File: config.mk
export PLATFORM = sky130hd
export DESIGN_NAME = adder_seq_ctrl
export DESIGN_NICKNAME = d
export VERILOG_FILES = /design/src/rtl/adder_seq_ctrl_pkg.sv /design/src/rtl/idle_timer.sv /design/src/rtl/adder_seq_ctrl.sv
export SDC_FILE = /design/constraint.sdc
export NUM_CORES = 1
export LEC_CHECK = 0
export CELL_PAD_IN_SITES_DETAIL_PLACEMENT = 0
export CELL_PAD_IN_SITES_GLOBAL_PLACEMENT = 1
export CORE_MARGIN = 8
export CORE_UTILIZATION = 41
export DETAILED_ROUTE_END_ITERATION = 6
export PLACE_DENSITY_LB_ADDON = 0.1
export SETUP_SLACK_MARGIN = 0.4
export SYNTH_ARGS = -nofsm -noshare
export SYNTH_HDL_FRONTEND = slang
export SYNTH_SLANG_ARGS = --single-unit
export TNS_END_PERCENT = 30
File: constraint.sdc
create_clock -name clk_i -period 2.7 [get_ports clk_i]
set_input_delay 0.405 -clock clk_i [delete_from_list [all_inputs] [get_ports clk_i]]
set_output_delay 0.405 -clock clk_i [all_outputs]
set_load 0.1 [all_outputs]
File: src/rtl/adder_seq_ctrl_pkg.sv
// Shared state encoding and counter widths for the serial-load add/subtract sequencer.
// The state codes are also decoded by the display and LED debug logic.
package adder_seq_ctrl_pkg;

    typedef enum logic [2:0] {
        S_IDLE  = 3'd0,
        S_SHIFT = 3'd1,
        S_ADD   = 3'd2,
        S_HOLD  = 3'd3
    } seqState_t;

    localparam int LAT_W   = 4;
    localparam int OPCNT_W = 8;

endpackage

File: src/rtl/idle_timer.sv
// Down-counting inactivity timer: load opens a fresh TIMEOUT-cycle window and
// expire_o flags the cycle in which that window runs out while counting is enabled.
module idle_timer #(
    parameter int TIMEOUT = 100000000
) (
    input  logic clk_i,
    input  logic rst_i,
    input  logic load_i,
    input  logic en_i,
    output logic expire_o
);

    localparam int CW = $clog2(TIMEOUT);

    logic [CW-1:0] count_q;
    logic [CW-1:0] count_d;

    always_comb begin
        count_d = count_q;
        if (load_i) begin
            count_d = CW'(TIMEOUT - 1);
        end else if (en_i && (count_q != '0)) begin
            count_d = count_q - 1'b1;
        end
    end

    always_ff @(posedge clk_i) begin
        if (rst_i) begin
            count_q <= '0;
        end else begin
            count_q <= count_d;
        end
    end

    // A reload in the same cycle always beats expiry, so a late step is never lost.
    assign expire_o = en_i && !load_i && (count_q == '0);

endmodule

File: src/rtl/adder_seq_ctrl.sv
// Sequencer for the serial-load add/subtract lab datapath: turns button steps into
// SIPO clear/shift pulses, waits out the adder latency and captures result/overflow.
module adder_seq_ctrl
    import adder_seq_ctrl_pkg::*;
#(
    parameter int WIDTH   = 3,
    parameter int ADD_LAT = 1,
    parameter int TIMEOUT = 100000000
) (
    input  logic                         clk_i,
    input  logic                         rst_i,
    input  logic                         step_i,
    input  logic                         mode_i,
    input  logic [WIDTH:0]               data_in_i,
    input  logic                         ov_in_i,
    output logic                         sipo_clr_o,
    output logic                         sipo_en_o,
    output logic                         add_sub_o,
    output logic [WIDTH:0]               result_o,
    output logic                         ov_o,
    output logic [$clog2(WIDTH+1)-1:0]   bit_cnt_o,
    output logic [2:0]                   state_o,
    output logic                         busy_o,
    output logic                         done_o,
    output logic                         err_o,
    output logic [7:0]                   op_cnt_o
);

    localparam int BCW = $clog2(WIDTH + 1);

    seqState_t            state_q, state_d;
    logic [BCW-1:0]       bitCnt_q, bitCnt_d;
    logic [LAT_W-1:0]     latCnt_q, latCnt_d;
    logic                 sipoClr_q, sipoClr_d;
    logic                 sipoEn_q, sipoEn_d;
    logic                 addSub_q, addSub_d;
    logic [WIDTH:0]       result_q, result_d;
    logic                 ov_q, ov_d;
    logic                 busy_q, busy_d;
    logic                 done_q, done_d;
    logic                 err_q, err_d;
    logic [OPCNT_W-1:0]   opCnt_q, opCnt_d;

    logic timerLoad;
    logic timerEn;
    logic timerExpire;
    logic lastBit;
    logic latDone;

    assign lastBit = (bitCnt_q == BCW'(WIDTH - 1));
    assign latDone = (latCnt_q == LAT_W'(ADD_LAT - 1));

    idle_timer #(
        .TIMEOUT (TIMEOUT)
    ) u_idle_timer (
        .clk_i    (clk_i),
        .rst_i    (rst_i),
        .load_i   (timerLoad),
        .en_i     (timerEn),
        .expire_o (timerExpire)
    );

    always_ff @(posedge clk_i) begin
        if (rst_i) begin
            state_q <= S_IDLE;
        end else begin
            state_q <= state_d;
        end
    end

    // A step in SHIFT takes priority over a timer expiry landing on the same cycle.
    always_comb begin
        state_d = state_q;
        case (state_q)
            S_IDLE, S_HOLD: begin
                if (step_i) state_d = S_SHIFT;
            end
            S_SHIFT: begin
                if (step_i) begin
                    if (lastBit) state_d = S_ADD;
                end else if (timerExpire) begin
                    state_d = S_IDLE;
                end
            end
            S_ADD: begin
                if (latDone) state_d = S_HOLD;
            end
            default: state_d = S_IDLE;
        endcase
    end

    always_comb begin
        sipoClr_d = 1'b0;
        sipoEn_d  = 1'b0;
        done_d    = 1'b0;
        addSub_d  = addSub_q;
        result_d  = result_q;
        ov_d      = ov_q;
        bitCnt_d  = bitCnt_q;
        latCnt_d  = latCnt_q;
        err_d     = err_q;
        opCnt_d   = opCnt_q;
        timerLoad = 1'b0;
        timerEn   = 1'b0;
        busy_d    = (state_d == S_SHIFT) || (state_d == S_ADD);
        case (state_q)
            S_IDLE, S_HOLD: begin
                if (step_i) begin
                    sipoClr_d = 1'b1;
                    err_d     = 1'b0;
                    bitCnt_d  = '0;
                    timerLoad = 1'b1;
                end
            end
            S_SHIFT: begin
                timerEn = 1'b1;
                if (step_i) begin
                    sipoEn_d  = 1'b1;
                    bitCnt_d  = bitCnt_q + 1'b1;
                    timerLoad = 1'b1;
                    if (lastBit) begin
                        addSub_d = mode_i;
                        latCnt_d = '0;
                    end
                end else if (timerExpire) begin
                    err_d    = 1'b1;
                    bitCnt_d = '0;
                end
            end
            S_ADD: begin
                latCnt_d = latCnt_q + 1'b1;
                if (latDone) begin
                    result_d = data_in_i;
                    ov_d     = ov_in_i;
                    done_d   = 1'b1;
                    opCnt_d  = opCnt_q + 1'b1;
                end
            end
            default: ;
        endcase
    end

    always_ff @(posedge clk_i) begin
        if (rst_i) begin
            bitCnt_q  <= '0;
            latCnt_q  <= '0;
            sipoClr_q <= 1'b0;
            sipoEn_q  <= 1'b0;
            addSub_q  <= 1'b0;
            result_q  <= '0;
            ov_q      <= 1'b0;
            busy_q    <= 1'b0;
            done_q    <= 1'b0;
            err_q     <= 1'b0;
            opCnt_q   <= '0;
        end else begin
            bitCnt_q  <= bitCnt_d;
            latCnt_q  <= latCnt_d;
            sipoClr_q <= sipoClr_d;
            sipoEn_q  <= sipoEn_d;
            addSub_q  <= addSub_d;
            result_q  <= result_d;
            ov_q      <= ov_d;
            busy_q    <= busy_d;
            done_q    <= done_d;
            err_q     <= err_d;
            opCnt_q   <= opCnt_d;
        end
    end

    assign sipo_clr_o = sipoClr_q;
    assign sipo_en_o  = sipoEn_q;
    assign add_sub_o  = addSub_q;
    assign result_o   = result_q;
    assign ov_o       = ov_q;
    assign bit_cnt_o  = bitCnt_q;
    assign state_o    = state_q;
    assign busy_o     = busy_q;
    assign done_o     = done_q;
    assign err_o      = err_q;
    assign op_cnt_o   = opCnt_q;

endmodule
==> impl_metrics.env <==
export IMPL_status="completed"
export IMPL_critical_path_class="flip-flop to flip-flop"
export IMPL_setup_slack_ps=450.9
export IMPL_r2r_worst_path_cells=6
export IMPL_fin_tns_setup_ps=0
export IMPL_track_usage=0.1358
export IMPL_ctsResizeCount=1
export IMPL_cp_cell_sequence="inv_1 > ha_1 > or4bb_1 > nand4b_4 > or4b_1 > a31oi_1"
export IMPL_clockBufferDepth=2
export IMPL_r2r_slack_ps=450
export IMPL_synth_area_leaders="dfxtp_1 42%, a21oi_1 6.5%, xnor2_1 4.7%"
export IMPL_portBuffers=32
export IMPL_final_common_cell="dfxtp_1"
export IMPL_syn_area_sq_um=2601
export IMPL_via_count=2203
export IMPL_grt_max_degree=40
export IMPL_fp_dieW_um=95.65
export IMPL_power_internal_w=0.001286
export IMPL_cp_top_family="simple AND/OR/NAND/NOR gates"
export IMPL_dp_hpwl_um=4076
export IMPL_insertion_delay_ps=310
export IMPL_hold_class="flip-flop to flip-flop"
export IMPL_post_cts_setup_buffers=0
export IMPL_rows=29
export IMPL_cts_tree="built"
export IMPL_syn_area_per_cell_sq_um=8.788
export IMPL_core_area_sq_um=6241
export IMPL_area_growth_syn_to_layout_pct=19.00
export IMPL_cts_buffers=5
export IMPL_drc=0
export IMPL_hold_viol_final=0
export IMPL_synth_top_area_share=0.4233
export IMPL_dr_pass1_iters=4
export IMPL_crit_path_end="u_idle_timer.count_q[26]"
export IMPL_synth_seq_cells=55
export IMPL_yosys_area_top_type="dfxtp_1"
export IMPL_r2r_start="u_idle_timer.count_q[0]"
export IMPL_fin_worst_skew_ps=9.937
export IMPL_die_area_sq_um=9149
export IMPL_crit_fanout=9
export IMPL_n_antenna_cell=0
export IMPL_htree_levels=2
export IMPL_grt_first_pass_wirelength_um=9936
export IMPL_p_clk_frac=0.375
export IMPL_drive_gt1_frac=0.1621
export IMPL_final_cell_mix="52 x dfxtp_1, 34 x a21oi_1, 31 x buf_4, 27 x nor2_1, 25 x nand2_1"
export IMPL_place_gp_congestion=0.8186
export IMPL_power_density_nw_per_um2=558.2
export IMPL_antenna_found_initial=0
export IMPL_slew_headroom=0.5765
export IMPL_ys_warn_count=0
export IMPL_cp_startpoint="u_idle_timer.count_q[0]"
export IMPL_fin_util=0.4960
export IMPL_setup_violations=0
export IMPL_vias_per_cell=5.453
export IMPL_period_needed_ps=2249
export IMPL_clkSlewWorstSetupHoldPaths_ps=110
export IMPL_tightest_slew_ps=629.4
export IMPL_maxCapViolations=0
export IMPL_nFillCells=611
export IMPL_fin_nets=341
export IMPL_start_kind="flip-flop"
export IMPL_sequentialPowerShare=0.504
export IMPL_grt_overflow_total=0
export IMPL_crit_required_ps=2940
export IMPL_drt_iter0_markers=175
export IMPL_r2r_end="u_idle_timer.count_q[26]"
export IMPL_io_pins=33
export IMPL_initial_core_util=0.4168
export IMPL_dpl_worst_slack_ps=424.3
export IMPL_ant_nets=0
export IMPL_cts_root_buf="clkbuf_8"
export IMPL_timing_final_crit_share=0.8330
export IMPL_p_switching_w=0.0004416
export IMPL_cp_depth=6
export IMPL_wl_per_cell_um=14.97
export IMPL_slew_violations=0
export IMPL_fp_dieH_um=95.65
export IMPL_netlist_instances=296
export IMPL_fmax_ghz=0.4446
export IMPL_slowest_stage="or4bb_1"
export IMPL_cts_sinks=55
export IMPL_synth_seq_area_share=0.4233
export IMPL_p_leak_nw=1.112
export IMPL_ys_types=45
export IMPL_switching_share=0.2555
export IMPL_ctsHoldBuffers=0
export IMPL_arrival_ps=2490
export IMPL_wl_um=6047
export IMPL_first_global_vias=2021
export IMPL_rsz0062_at_grt="yes"
export IMPL_synth_nets=311
export IMPL_worst_path_buf_inv=1
export IMPL_pwr_share_comb=0.121
export IMPL_max_stage_delay_ps=590
export IMPL_critPathCaptureType="flip-flop"
export IMPL_vdd_drop_max_mv=0.2568
kinds of logic (layout without fill, tap and decap cells):
family          after synthesis  in the layout  synth area share
xor+xnor                     27             27           0.09091
fa+ha+maj                     6              6           0.02886
compound gates               63             63            0.1409
simple gates                121            121            0.2713
buf+inv                      21             52           0.03463
other cells                   1              1          0.001442
flops                        55             55            0.4233
mux                           2              2          0.008657
per-stage QoR:
stage               area (sq um)  hold WS (ps)  instances  total power [W]
floorplan                   2608         460.6        296         0.001032
global placement            2945         442.1        396         0.001092
detailed placement          2945         447.8        396         0.001093
CTS                         3082         463.2        404         0.001746
global route                3095         476.4        404         0.001801
finish                      3095         459.8        404         0.001728
cell usage after synthesis:
| cell type | instances |
|---|---|
| nor4_2 | 1 |
| and3_1 | 3 |
| ha_1 | 6 |
| o31ai_1 | 5 |
| or3b_1 | 1 |
| o21ai_0 | 8 |
| a2111oi_0 | 3 |
| inv_1 | 5 |
| nor2_1 | 27 |
| and4_1 | 3 |
| buf_1 | 2 |
| or3_1 | 6 |
| xor2_1 | 13 |
| nor4_4 | 1 |
| clkbuf_1 | 9 |
| nor3b_1 | 2 |
| nor4_1 | 9 |
| and2_1 | 1 |
| a211oi_1 | 2 |
| nand3_1 | 3 |
| nor2b_1 | 3 |
| dfxtp_1 | 55 |
| nor3_1 | 7 |
| buf_4 | 2 |
| a21oi_1 | 34 |
| or4_1 | 6 |
| nor4b_1 | 4 |
| or4bb_1 | 1 |
| nand4_1 | 9 |
| o211ai_1 | 2 |
| conb_1 | 1 |
| or4b_1 | 1 |
| a221oi_1 | 1 |
| xnor2_1 | 14 |
| nand3b_1 | 2 |
| buf_2 | 3 |
| mux2_2 | 2 |
| or2_2 | 1 |
| nand2_1 | 25 |
| a31oi_1 | 7 |
| nor3b_2 | 1 |
| nand4b_4 | 1 |
| or4_4 | 1 |
| nand2b_1 | 2 |
| a311o_1 | 1 |
flip-flops by register name (all words and copies together) (netlist names):
register and flops:
state_o 3, err_o 1, bit_cnt_o 2, op_cnt_o 8
u_idle_timer.count_q 27, latCnt_q 4, done_o 1, add_sub_o 1
result_o 4, sipo_en_o 1, ov_o 1, sipo_clr_o 1
busy_o 1
layout make-up:
cell class / instances / area (sq um) / area share
flip-flops and latches: 55 / 1107 / 0.3577
clock inverters: 3 / 66.31 / 0.02142
clock buffers: 5 / 68.82 / 0.02223
multi-input cells: 220 / 1425 / 0.4604
inverters: 5 / 18.77 / 0.006063
well taps: 77 / 96.34 / 0.03112
repair buffers: 39 / 312.8 / 0.1011
metal layers:
metal | global-route usage | up-vias | routed length [um]
met5 | 0 | - | 0
met4 | 0.03969 | 0 | 35
met3 | 0.03622 | 2 | 298
met2 | 0.2034 | 41 | 2592
met1 | 0.1858 | 1032 | 3120
li1 | - | 1128 | -
power by group through the flow:
stage | Clock (W) | Sequential [W] | Combinational [W]
after floorplan | 0 | 0.000900 | 0.000132
after global placement | 0 | 0.000887 | 0.000205
after detailed placement | 0 | 0.000887 | 0.000206
after CTS | 0.000669 | 0.000869 | 0.000208
after global routing | 0.000697 | 0.000875 | 0.000229
final | 0.000648 | 0.000870 | 0.000210
tightest hold or removal path: cells and delay by family (launching register included):
family,cells,cell delay [ps]
AOI/OAI and AO/OA,1,50
and+or+nand+nor,1,50
DFF,1,320
worst min-delay path by stage:
stage                        startpoint                        to  slack, ps  cells past startpoint
2_1_floorplan  u_idle_timer.count_q[19]  u_idle_timer.count_q[19]        460                      2
3_3_place_gp                result_o[0]               result_o[0]        440                      2
3_5_place_dp                result_o[2]               result_o[2]        450                      2
4_1_cts                     result_o[2]               result_o[2]        460                      2
5_1_grt                     result_o[2]               result_o[2]        480                      2
6_report                    result_o[0]               result_o[0]        460                      2
(Power assumes the default switching activity.)
